--- src/rtl/uart_pkg.sv ---
// Shared UART types, range limits and helpers used by the TX path (and later the RX path).
package uart_pkg;

    typedef enum logic [2:0] {
        IDLE,
        START,
        DATA,
        PARITY,
        STOP
    } tx_state_t;

    localparam int DATA_W_MIN    = 5;
    localparam int DATA_W_MAX    = 9;
    localparam int STOP_BITS_MIN = 1;
    localparam int STOP_BITS_MAX = 2;

    // Clock cycles per bit, rounded down.
    function automatic int baud_div(input int clk_freq, input int baud);
        return clk_freq / baud;
    endfunction

    function automatic bit data_w_legal(input int w);
        return (w >= DATA_W_MIN) && (w <= DATA_W_MAX);
    endfunction

    function automatic bit stop_bits_legal(input int n);
        return (n >= STOP_BITS_MIN) && (n <= STOP_BITS_MAX);
    endfunction

    function automatic bit depth_legal(input int d);
        return (d >= 2) && ((d & (d - 1)) == 0);
    endfunction

endpackage

--- src/rtl/sync_fifo.sv ---
// Single-clock FIFO with registered storage; pointers carry one extra wrap bit so full and empty differ.
module sync_fifo
    import uart_pkg::*;
#(
    parameter int WIDTH = 8,
    parameter int DEPTH = 16
) (
    input  logic                     clk,
    input  logic                     rst,
    input  logic                     push,
    input  logic [WIDTH-1:0]         wr_data,
    input  logic                     pop,
    output logic [WIDTH-1:0]         rd_data,
    output logic                     full,
    output logic                     empty,
    output logic [$clog2(DEPTH):0]   count
);

    localparam int AW = $clog2(DEPTH);
    localparam int CW = AW + 1;

    if (!depth_legal(DEPTH)) begin : g_depth_chk
        $error("sync_fifo: DEPTH must be a power of two and at least 2");
    end

    logic [WIDTH-1:0] mem [DEPTH];
    logic [CW-1:0]    wr_ptr;
    logic [CW-1:0]    rd_ptr;
    logic             push_ok;
    logic             pop_ok;

    assign count   = wr_ptr - rd_ptr;
    assign full    = (count == CW'(DEPTH));
    assign empty   = (wr_ptr == rd_ptr);
    assign push_ok = push && !full;
    assign pop_ok  = pop && !empty;
    assign rd_data = mem[rd_ptr[AW-1:0]];

    always_ff @(posedge clk or negedge rst) begin
        if (!rst) begin
            wr_ptr <= '0;
            rd_ptr <= '0;
        end else begin
            if (push_ok) wr_ptr <= wr_ptr + 1'b1;
            if (pop_ok)  rd_ptr <= rd_ptr + 1'b1;
        end
    end

    // Storage holds data only, so it is left out of reset.
    always_ff @(posedge clk) begin
        if (push_ok) mem[wr_ptr[AW-1:0]] <= wr_data;
    end

endmodule

--- src/rtl/uart_tx_fifo.sv ---
// UART transmitter fed by a valid/ready FIFO; frames are start, DATA_W bits LSB first, optional parity, stop bits.
// Define UART_TX_PARITY_EN to add the parity bit (PARITY_ODD selects odd parity).
module uart_tx_fifo
    import uart_pkg::*;
#(
    parameter int CLK_FREQ   = 100_000_000,
    parameter int BAUD       = 115_200,
    parameter int DATA_W     = 8,
    parameter int FIFO_DEPTH = 16,
    parameter int STOP_BITS  = 1
`ifdef UART_TX_PARITY_EN
    ,
    parameter bit PARITY_ODD = 1'b0
`endif
) (
    input  logic                          clk,
    input  logic                          rst,
    input  logic [DATA_W-1:0]             s_data,
    input  logic                          s_valid,
    output logic                          s_ready,
    output logic                          tx_data,
    output logic                          busy,
    output logic [$clog2(FIFO_DEPTH):0]   fifo_count
);

    localparam int DIV = baud_div(CLK_FREQ, BAUD);
    localparam int BW  = (DIV > 2) ? $clog2(DIV) : 1;
    localparam int NW  = 4;

    if (DIV < 2) begin : g_div_chk
        $error("uart_tx_fifo: CLK_FREQ/BAUD must be at least 2");
    end
    if (!data_w_legal(DATA_W)) begin : g_data_w_chk
        $error("uart_tx_fifo: DATA_W must be in 5..9");
    end
    if (!stop_bits_legal(STOP_BITS)) begin : g_stop_chk
        $error("uart_tx_fifo: STOP_BITS must be 1 or 2");
    end

    tx_state_t         state;
    tx_state_t         nxt_state;
    logic [BW-1:0]     baud_cnt;
    logic [BW-1:0]     nxt_baud;
    logic [NW-1:0]     bit_cnt;
    logic [NW-1:0]     nxt_bit;
    logic              baud_last;
    logic              pop;
    logic              shift_en;
    logic              line_bit;
    logic              tx_q;
    logic              fifo_full;
    logic              fifo_empty;
    logic [DATA_W-1:0] fifo_rd;
    logic [DATA_W-1:0] shreg;
`ifdef UART_TX_PARITY_EN
    logic              par_q;
`endif

    sync_fifo #(
        .WIDTH (DATA_W),
        .DEPTH (FIFO_DEPTH)
    ) u_fifo (
        .clk     (clk),
        .rst     (rst),
        .push    (s_valid && s_ready),
        .wr_data (s_data),
        .pop     (pop),
        .rd_data (fifo_rd),
        .full    (fifo_full),
        .empty   (fifo_empty),
        .count   (fifo_count)
    );

    assign s_ready   = !fifo_full;
    assign busy      = (state != IDLE) || (fifo_count != '0);
    assign baud_last = (baud_cnt == BW'(DIV - 1));
    assign tx_data   = tx_q;

    always_ff @(posedge clk or negedge rst) begin
        if (!rst) begin
            state    <= IDLE;
            baud_cnt <= '0;
            bit_cnt  <= '0;
            tx_q     <= 1'b1;
        end else begin
            state    <= nxt_state;
            baud_cnt <= nxt_baud;
            bit_cnt  <= nxt_bit;
            tx_q     <= line_bit;
        end
    end

    // The baud counter only runs inside a bit and restarts at every bit/state boundary.
    always_comb begin
        nxt_state = state;
        nxt_baud  = baud_cnt;
        nxt_bit   = bit_cnt;
        pop       = 1'b0;
        shift_en  = 1'b0;
        line_bit  = 1'b1;
        case (state)
            IDLE: begin
                nxt_baud = '0;
                nxt_bit  = '0;
                if (!fifo_empty) begin
                    pop       = 1'b1;
                    nxt_state = START;
                end
            end
            START: begin
                line_bit = 1'b0;
                if (baud_last) begin
                    nxt_baud  = '0;
                    nxt_state = DATA;
                end else begin
                    nxt_baud = baud_cnt + 1'b1;
                end
            end
            DATA: begin
                line_bit = shreg[0];
                if (baud_last) begin
                    nxt_baud = '0;
                    shift_en = 1'b1;
                    if (bit_cnt == NW'(DATA_W - 1)) begin
                        nxt_bit = '0;
`ifdef UART_TX_PARITY_EN
                        nxt_state = PARITY;
`else
                        nxt_state = STOP;
`endif
                    end else begin
                        nxt_bit = bit_cnt + 1'b1;
                    end
                end else begin
                    nxt_baud = baud_cnt + 1'b1;
                end
            end
`ifdef UART_TX_PARITY_EN
            PARITY: begin
                line_bit = par_q;
                if (baud_last) begin
                    nxt_baud  = '0;
                    nxt_state = STOP;
                end else begin
                    nxt_baud = baud_cnt + 1'b1;
                end
            end
`endif
            STOP: begin
                line_bit = 1'b1;
                if (baud_last) begin
                    nxt_baud = '0;
                    if (bit_cnt == NW'(STOP_BITS - 1)) begin
                        nxt_bit = '0;
                        // Chain straight into the next start bit when more data is waiting.
                        if (!fifo_empty) begin
                            pop       = 1'b1;
                            nxt_state = START;
                        end else begin
                            nxt_state = IDLE;
                        end
                    end else begin
                        nxt_bit = bit_cnt + 1'b1;
                    end
                end else begin
                    nxt_baud = baud_cnt + 1'b1;
                end
            end
            default: begin
                nxt_state = IDLE;
            end
        endcase
    end

    always_ff @(posedge clk) begin
        if (pop) begin
            shreg <= fifo_rd;
        end else if (shift_en) begin
            shreg <= shreg >> 1;
        end
    end

`ifdef UART_TX_PARITY_EN
    always_ff @(posedge clk) begin
        if (pop) par_q <= (^fifo_rd) ^ PARITY_ODD;
    end
`endif

endmodule

--- config.mk ---
export PLATFORM = sky130hd
export DESIGN_NAME = uart_tx_fifo
export DESIGN_NICKNAME = d
export VERILOG_FILES = /design/src/rtl/uart_pkg.sv /design/src/rtl/sync_fifo.sv /design/src/rtl/uart_tx_fifo.sv
export SDC_FILE = /design/constraint.sdc
export NUM_CORES = 1
export LEC_CHECK = 0
export ABC_AREA = 0
export BUFFER_PORTS_ARGS = -buffer_cell sky130_fd_sc_hd__clkbuf_2
export CORE_MARGIN = 5
export CORE_UTILIZATION = 35
export DETAILED_ROUTE_END_ITERATION = 16
export REMOVE_ABC_BUFFERS = 1
export SKIP_CTS_REPAIR_TIMING = 1
export SLEW_MARGIN = 10
export SYNTH_ARGS = -nofsm -noshare
export SYNTH_HDL_FRONTEND = slang
export SYNTH_SLANG_ARGS = --single-unit
--- constraint.sdc ---
create_clock -name clk -period 5.3 [get_ports clk]
set_clock_uncertainty 0.1 [all_clocks]
set_input_delay 1.06 -clock clk [delete_from_list [all_inputs] [get_ports clk]]
set_output_delay 1.06 -clock clk [all_outputs]
set_load 0.02 [all_outputs]
# Yosys cells after proc, flatten, opt, wreduce, memory -nomap -nowiden
# Memory sizes are Yosys's and may differ from the RTL's.
# Cells that the tools add are included.
# W data, S select, Z words.
dict set report totals {
  reg_bits 36
  out_inout_bits 8
  rom_bits 0
  ram_bits 128
  mem_count 1
  latchBits 0
}
# memory words width rd rd_ports_with_merged_regs write_ports line
set memory_table {}
lappend memory_table {u_fifo.mem 16 8 1 0 1 sync_fifo.sv:26} ;# logic [WIDTH-1:0] mem [DEPTH];
dict set report op_classes {
  n_reduce_logical 16
  n_bitwise 0
  n_mul 0
  n_addsub 5
  div 0
  n_eq_ne 13
  n_lt_le_gt_ge 0
  n_mux 26
  shifts 0
}
# operator count
set ops {}
lappend ops {{$pmux W10 S2} 1}
lappend ops {{$mux W3} 6}
lappend ops {{$mux W4} 4}
lappend ops {{$mux W8} 2}
lappend ops {{$ne A2 B2 Y1 const B} 6}
lappend ops {{$pmux W3 S4} 1}
lappend ops {{$pmux W4 S3} 1}
lappend ops {{$add A10 B1 Y10 const B} 1}
lappend ops {{$add A5 B1 Y5 const B} 2}
lappend ops {{$eq A10 B10 Y1 const B} 1}
lappend ops {{$mux W10} 1}
lappend ops {{$mux W1} 8}
lappend ops {{$reduce_and A6 Y1} 1}
lappend ops {{$reduce_bool A3 Y1} 2}
lappend ops {{$eq A5 B5 Y1} 1}
lappend ops {{$eq A5 B5 Y1 const B} 1}
lappend ops {{$reduce_bool A5 Y1} 1}
lappend ops {{$sub A5 B5 Y5} 1}
lappend ops {{$add A4 B1 Y4 const B} 1}
lappend ops {{$eq A4 B3 Y1 const B} 1}
lappend ops {{$logic_not A4 Y1} 1}
lappend ops {{$pmux W1 S2} 2}
lappend ops {{$reduce_bool A2 Y1} 2}
lappend ops {{$eq A3 B1 Y1 const B} 1}
lappend ops {{other kinds (8)} 11}

# Logic depth before layout (Yosys ltp)
dict set report logic_depth {
  ltp_word 7
  depth_mapped 10
  ltp_nobuf 9
}

# Cells and area by module
# A second synthesis with hierarchy kept.
dict set report hier_totals {
  hier_cells 420
  area_unflattened_um2 7219.4
}
# mod instances cells_each area_each_um2
set by_module_without_submodules {}
lappend by_module_without_submodules {sync_fifo 1 262 5606.6}
lappend by_module_without_submodules {uart_tx_fifo 1 158 1612.8}

# Worst setup path after synthesis
# No wires, ideal clock.
dict set report synth_timing {
  path_type {register to register}
  start {register u_fifo.rd_ptr[1]}
  end {memory u_fifo.mem[12][0], enable pin}
  arrival_ps 3008
  n_path_buf 2
  stages_incl_launch_ff 10
  path_slack_ps 1860
  synth_period_minus_slack_ps 3440
  required_ps 4868
  path_cell_list {dfrtp_1 -> buf_1 -> inv_1 -> fa_1 -> xor2_1 -> nand4b_1 -> a211o_1 -> and2_1 -> clkbuf_1 -> and3_1}
}
dict set report synth_via {
  elab_chain_cells 7
}
# element line
set synth_lines {}
lappend synth_lines {{start: declaration} sync_fifo.sv:28} ;# logic [CW-1:0] rd_ptr;
lappend synth_lines {{start signal: assignment} sync_fifo.sv:45} ;# if (pop_ok) rd_ptr <= rd_ptr + 1'b1;
lappend synth_lines {{$sub A5 B5 Y5 (*)} sync_fifo.sv:32} ;# assign count = wr_ptr - rd_ptr;
lappend synth_lines {{net fifo_count[2]} uart_tx_fifo.sv:23} ;# output logic [$clog2(FIFO_DEPTH):0] fifo_count
lappend synth_lines {{$eq A5 B5 Y1 (*)} sync_fifo.sv:33} ;# assign full = (count == CW'(DEPTH));
lappend synth_lines {{$logic_not A1 Y1 (*)} uart_tx_fifo.sv:74} ;# assign s_ready = !fifo_full;
lappend synth_lines {{net s_ready} uart_tx_fifo.sv:20} ;# output logic s_ready,
lappend synth_lines {{$logic_and A1 B1 Y1} uart_tx_fifo.sv:65} ;# .push (s_valid && s_ready),
lappend synth_lines {{$logic_and A1 B1 Y1 (*)} sync_fifo.sv:35} ;# assign push_ok = push && !full;
lappend synth_lines {{$mux W1 (*)} sync_fifo.sv:51} ;# if (push_ok) mem[wr_ptr[AW-1:0]] <= wr_data;
lappend synth_lines {{$mux W1 (implied by the code) (*)} sync_fifo.sv:51}
lappend synth_lines {{end: declaration} sync_fifo.sv:26}
# Mark *: on every way through the listed nets, which the timed path passes. The rest lies on a longest branch.

# Final worst setup path
dict set report layout_timing {
  start {register u_fifo.rd_ptr[2]}
  end {output s_ready}
}
dict set report layout_via {
  elab_chain_cells 3
}
# element line
set layout_lines {}
lappend layout_lines {{$sub A5 B5 Y5} sync_fifo.sv:32}
lappend layout_lines {{$eq A5 B5 Y1} sync_fifo.sv:33}
lappend layout_lines {{$logic_not A1 Y1} uart_tx_fifo.sv:74}
lappend layout_lines {{end: declaration} uart_tx_fifo.sv:20}
# No other way between the ends.

==> qor.txt <==
Worst r2r path cells -> 7
Final hold viol count -> 0
Routed vias -> 3653
Initial antenna violation count -> 0
Port buffer count -> 18
Detailed Routing Iterations Pass 1 -> 4
Critical path endpoint category -> output port
P_leak -> 2.83 nW
CTS clock-pin slew for the worst setup and hold paths -> 0.07 ns
Residual DRC -> 0
Top Ports -> 19
Setup-failing EPs final -> 0
GR Overflow Total -> 0
MaxCap Viol Count -> 0
Worst IR drop on VDD -> 0.311 mV
Power Density -> 409 nW/um^2
Most frequent CP cell -> a211o_1
RSZ-0062 raised after global routing -> false
Worst setup SP type -> flop
Count of clock tree sinks -> 164
Crit Path Max Fanout -> 18
Fin util -> 40.7%
Main area contributors after synthesis -> edfxtp_1 59%, mux4_2 10%, dfrtp_1 9.7%
Avg Inst Size Synth -> 16.4 sq um
Buf/Inv on CP -> 2
Worst Path Required -> 4.14 ns
Final instance area -> 7950 sq um
CTS tree -> yes
Final period util -> 80.1%
Setup CP Type -> reg -> out
Clock insertion delay at the later pin of the skew report -> 0.43 ns
Post-layout minimum cycle time -> 4.25 ns
Vias/cell -> 5.03
Synth Cell Area -> 6970 sq um
FF-to-FF End -> u_fifo.mem[8][4]
Placed Area -> 7340 sq um
Reg2reg setup slack -> 1.57 ns
Crit path largest cell delay -> 0.89 ns
Pin count of the biggest net entering global routing -> 36
Data arrival, critical path -> 3.09 ns
Leading area contributor after synthesis -> edfxtp_1
Sequential share of the synthesized area -> 68.7%
NumNets Final -> 472
Starting Density -> 35.7%
WL/cell -> 18.7 microns
FF+latch count, synth -> 164
YS warnings -> 0
EDFF count, synth -> 136
Die area -> 22800 sq um
Final Max Tran Viols -> 0
Die width -> 151 microns
Remaining antenna violation count -> 0
Maximum clock insertion buffer count -> 2
HP Class -> reg -> reg
Critical-path top delay cell -> dfrtp_1
Final setup margin -> 1.05 ns
Max Clock Freq -> 236 MHz
Syn-to-layout area delta -> 14.0%
Dpl hpwl -> 8.92 mm
Top_reg_cell synth -> edfxtp_1
Gate Count Post-Synth -> 424
Worst path cell trace -> inv_1 -> ha_1 -> xor2_1 -> a211o_1 -> a211o_1 -> clkbuf_2
Diode count -> 0
Distinct cell type count after synthesis -> 47
Levels on crit path -> 6
Crit path launch -> u_fifo.rd_ptr[2]
Top-area cell type share of the netlist area -> 58.6%
CTS H-tree lvls -> 4
Die outline height -> 151 microns
Place WS -> 1.53 ns
Num CTS Buffers -> 17
Gpl congestion -> 0.800
Total GRT Usage -> 12.8%
Rows -> 51
Setup_tns -> 0 ns
Wirelength, routed -> 13.6 mm
Post-synthesis async set-or-reset flop share -> 17.1%
Vias in the first global route -> 3683
Fraction of layout cells with a size suffix above 1 -> 20.6%
Global-route wire length before repair -> 21.3 mm
Largest delay share family, worst path -> flip-flops
Max_slew headroom -> 33.6%
Iteration-0 DRC Markers -> 186
R2R Path Start -> u_fifo.rd_ptr[2]
Status -> complete, no violations
Worst Max-Slew Pin Slew -> 0.993 ns
Layout fillers -> 1801
CTS root buf -> clkbuf_16
Setup crit end -> s_ready
CORE AREA -> 19500 sq um
==> report_power, final <==
group          switching [W]  internal [W]  leakage (nW)  total (W)
Sequential         0.0000479       0.00152          1.59    0.00157
Combinational       0.000293      0.000161         0.961   0.000454
Clock               0.000553      0.000677         0.288    0.00123
==> metrics by stage <==
step | instances | power, W | hold WS (ns)
after floorplan | 409 | 0.00189 | 0.360
after global routing | 726 | 0.00339 | 0.414
after global placement | 694 | 0.00204 | 0.374
after detailed placement | 694 | 0.00206 | 0.381
final | 726 | 0.00325 | 0.392
after CTS | 726 | 0.00329 | 0.392
==> state kept, by name (all words and copies together), names as in the netlist <==
signal and count:
shreg 8, bit_cnt 4, baud_cnt 10, u_fifo.wr_ptr 5
state 3, tx_data 1, u_fifo.rd_ptr 5, u_fifo.mem 128
==> cells in the mapped netlist (5+ instances only) <==
library cell,n
nand3b_1,6
nor2_1,19
dfrtp_1,27
and2_1,5
ha_1,12
mux2i_1,6
a21oi_1,7
o21ai_0,8
xor2_1,8
and3_1,20
xnor2_1,6
nor3_1,7
nand2_1,31
inv_1,10
mux4_2,32
o22ai_1,14
nand2b_1,6
nand3_1,7
o31ai_1,8
clkbuf_1,9
edfxtp_1,136
==> layout by cell type, fill, tap and decap left out, drive strengths merged, types with 12 or more instances in the layout <==
cell type	n
clkbuf	35
ha	12
and3	20
o22ai	14
inv	17
edfxtp	136
dfrtp	27
nor2	19
nand2	31
mux4	32
==> metal layers <==
layer  up-vias  wire length (microns)  global-route usage, %
li1       1720                      -                      -
met1      1853                   5850                   16.7
met2        67                   6860                   20.9
met3        13                    711                   3.14
met4         0                    179                   4.62
met5         -                      0                      0
==> area by class of cell <==
type | instances | area [sq um] | area share, %
inverters | 10 | 37.5 | 0.472
well taps | 265 | 332 | 4.17
repair buffers | 20 | 105 | 1.32
flip-flops and latches | 164 | 4790 | 60.2
multi-input cells | 235 | 2080 | 26.1
clock inverters | 15 | 184 | 2.31
clock buffers | 17 | 425 | 5.35
==> worst min-delay path by stage <==
stage                      from          endpoint  slack (ns)  depth (start not counted)
2_1_floorplan          shreg[0]           tx_data        0.36                          2
3_5_place_dp   u_fifo.wr_ptr[4]  u_fifo.wr_ptr[4]        0.38                          1
6_report       u_fifo.wr_ptr[4]  u_fifo.wr_ptr[4]        0.39                          1
3_3_place_gp   u_fifo.wr_ptr[4]  u_fifo.wr_ptr[4]        0.37                          1
4_1_cts        u_fifo.wr_ptr[4]  u_fifo.wr_ptr[4]        0.39                          1
5_1_grt        u_fifo.wr_ptr[4]  u_fifo.wr_ptr[4]        0.41                          1
==> kinds of logic after synthesis <==
kind of cell	after synthesis	synth area share, %
compound gates	50	4.76
xor+xnor	14	1.76
fa+ha+maj	13	2.44
buf+inv	25	1.53
flops	164	68.7
mux	42	11.8
simple gates	116	9.01
Note: power is estimated with default switching activity, not from simulation.
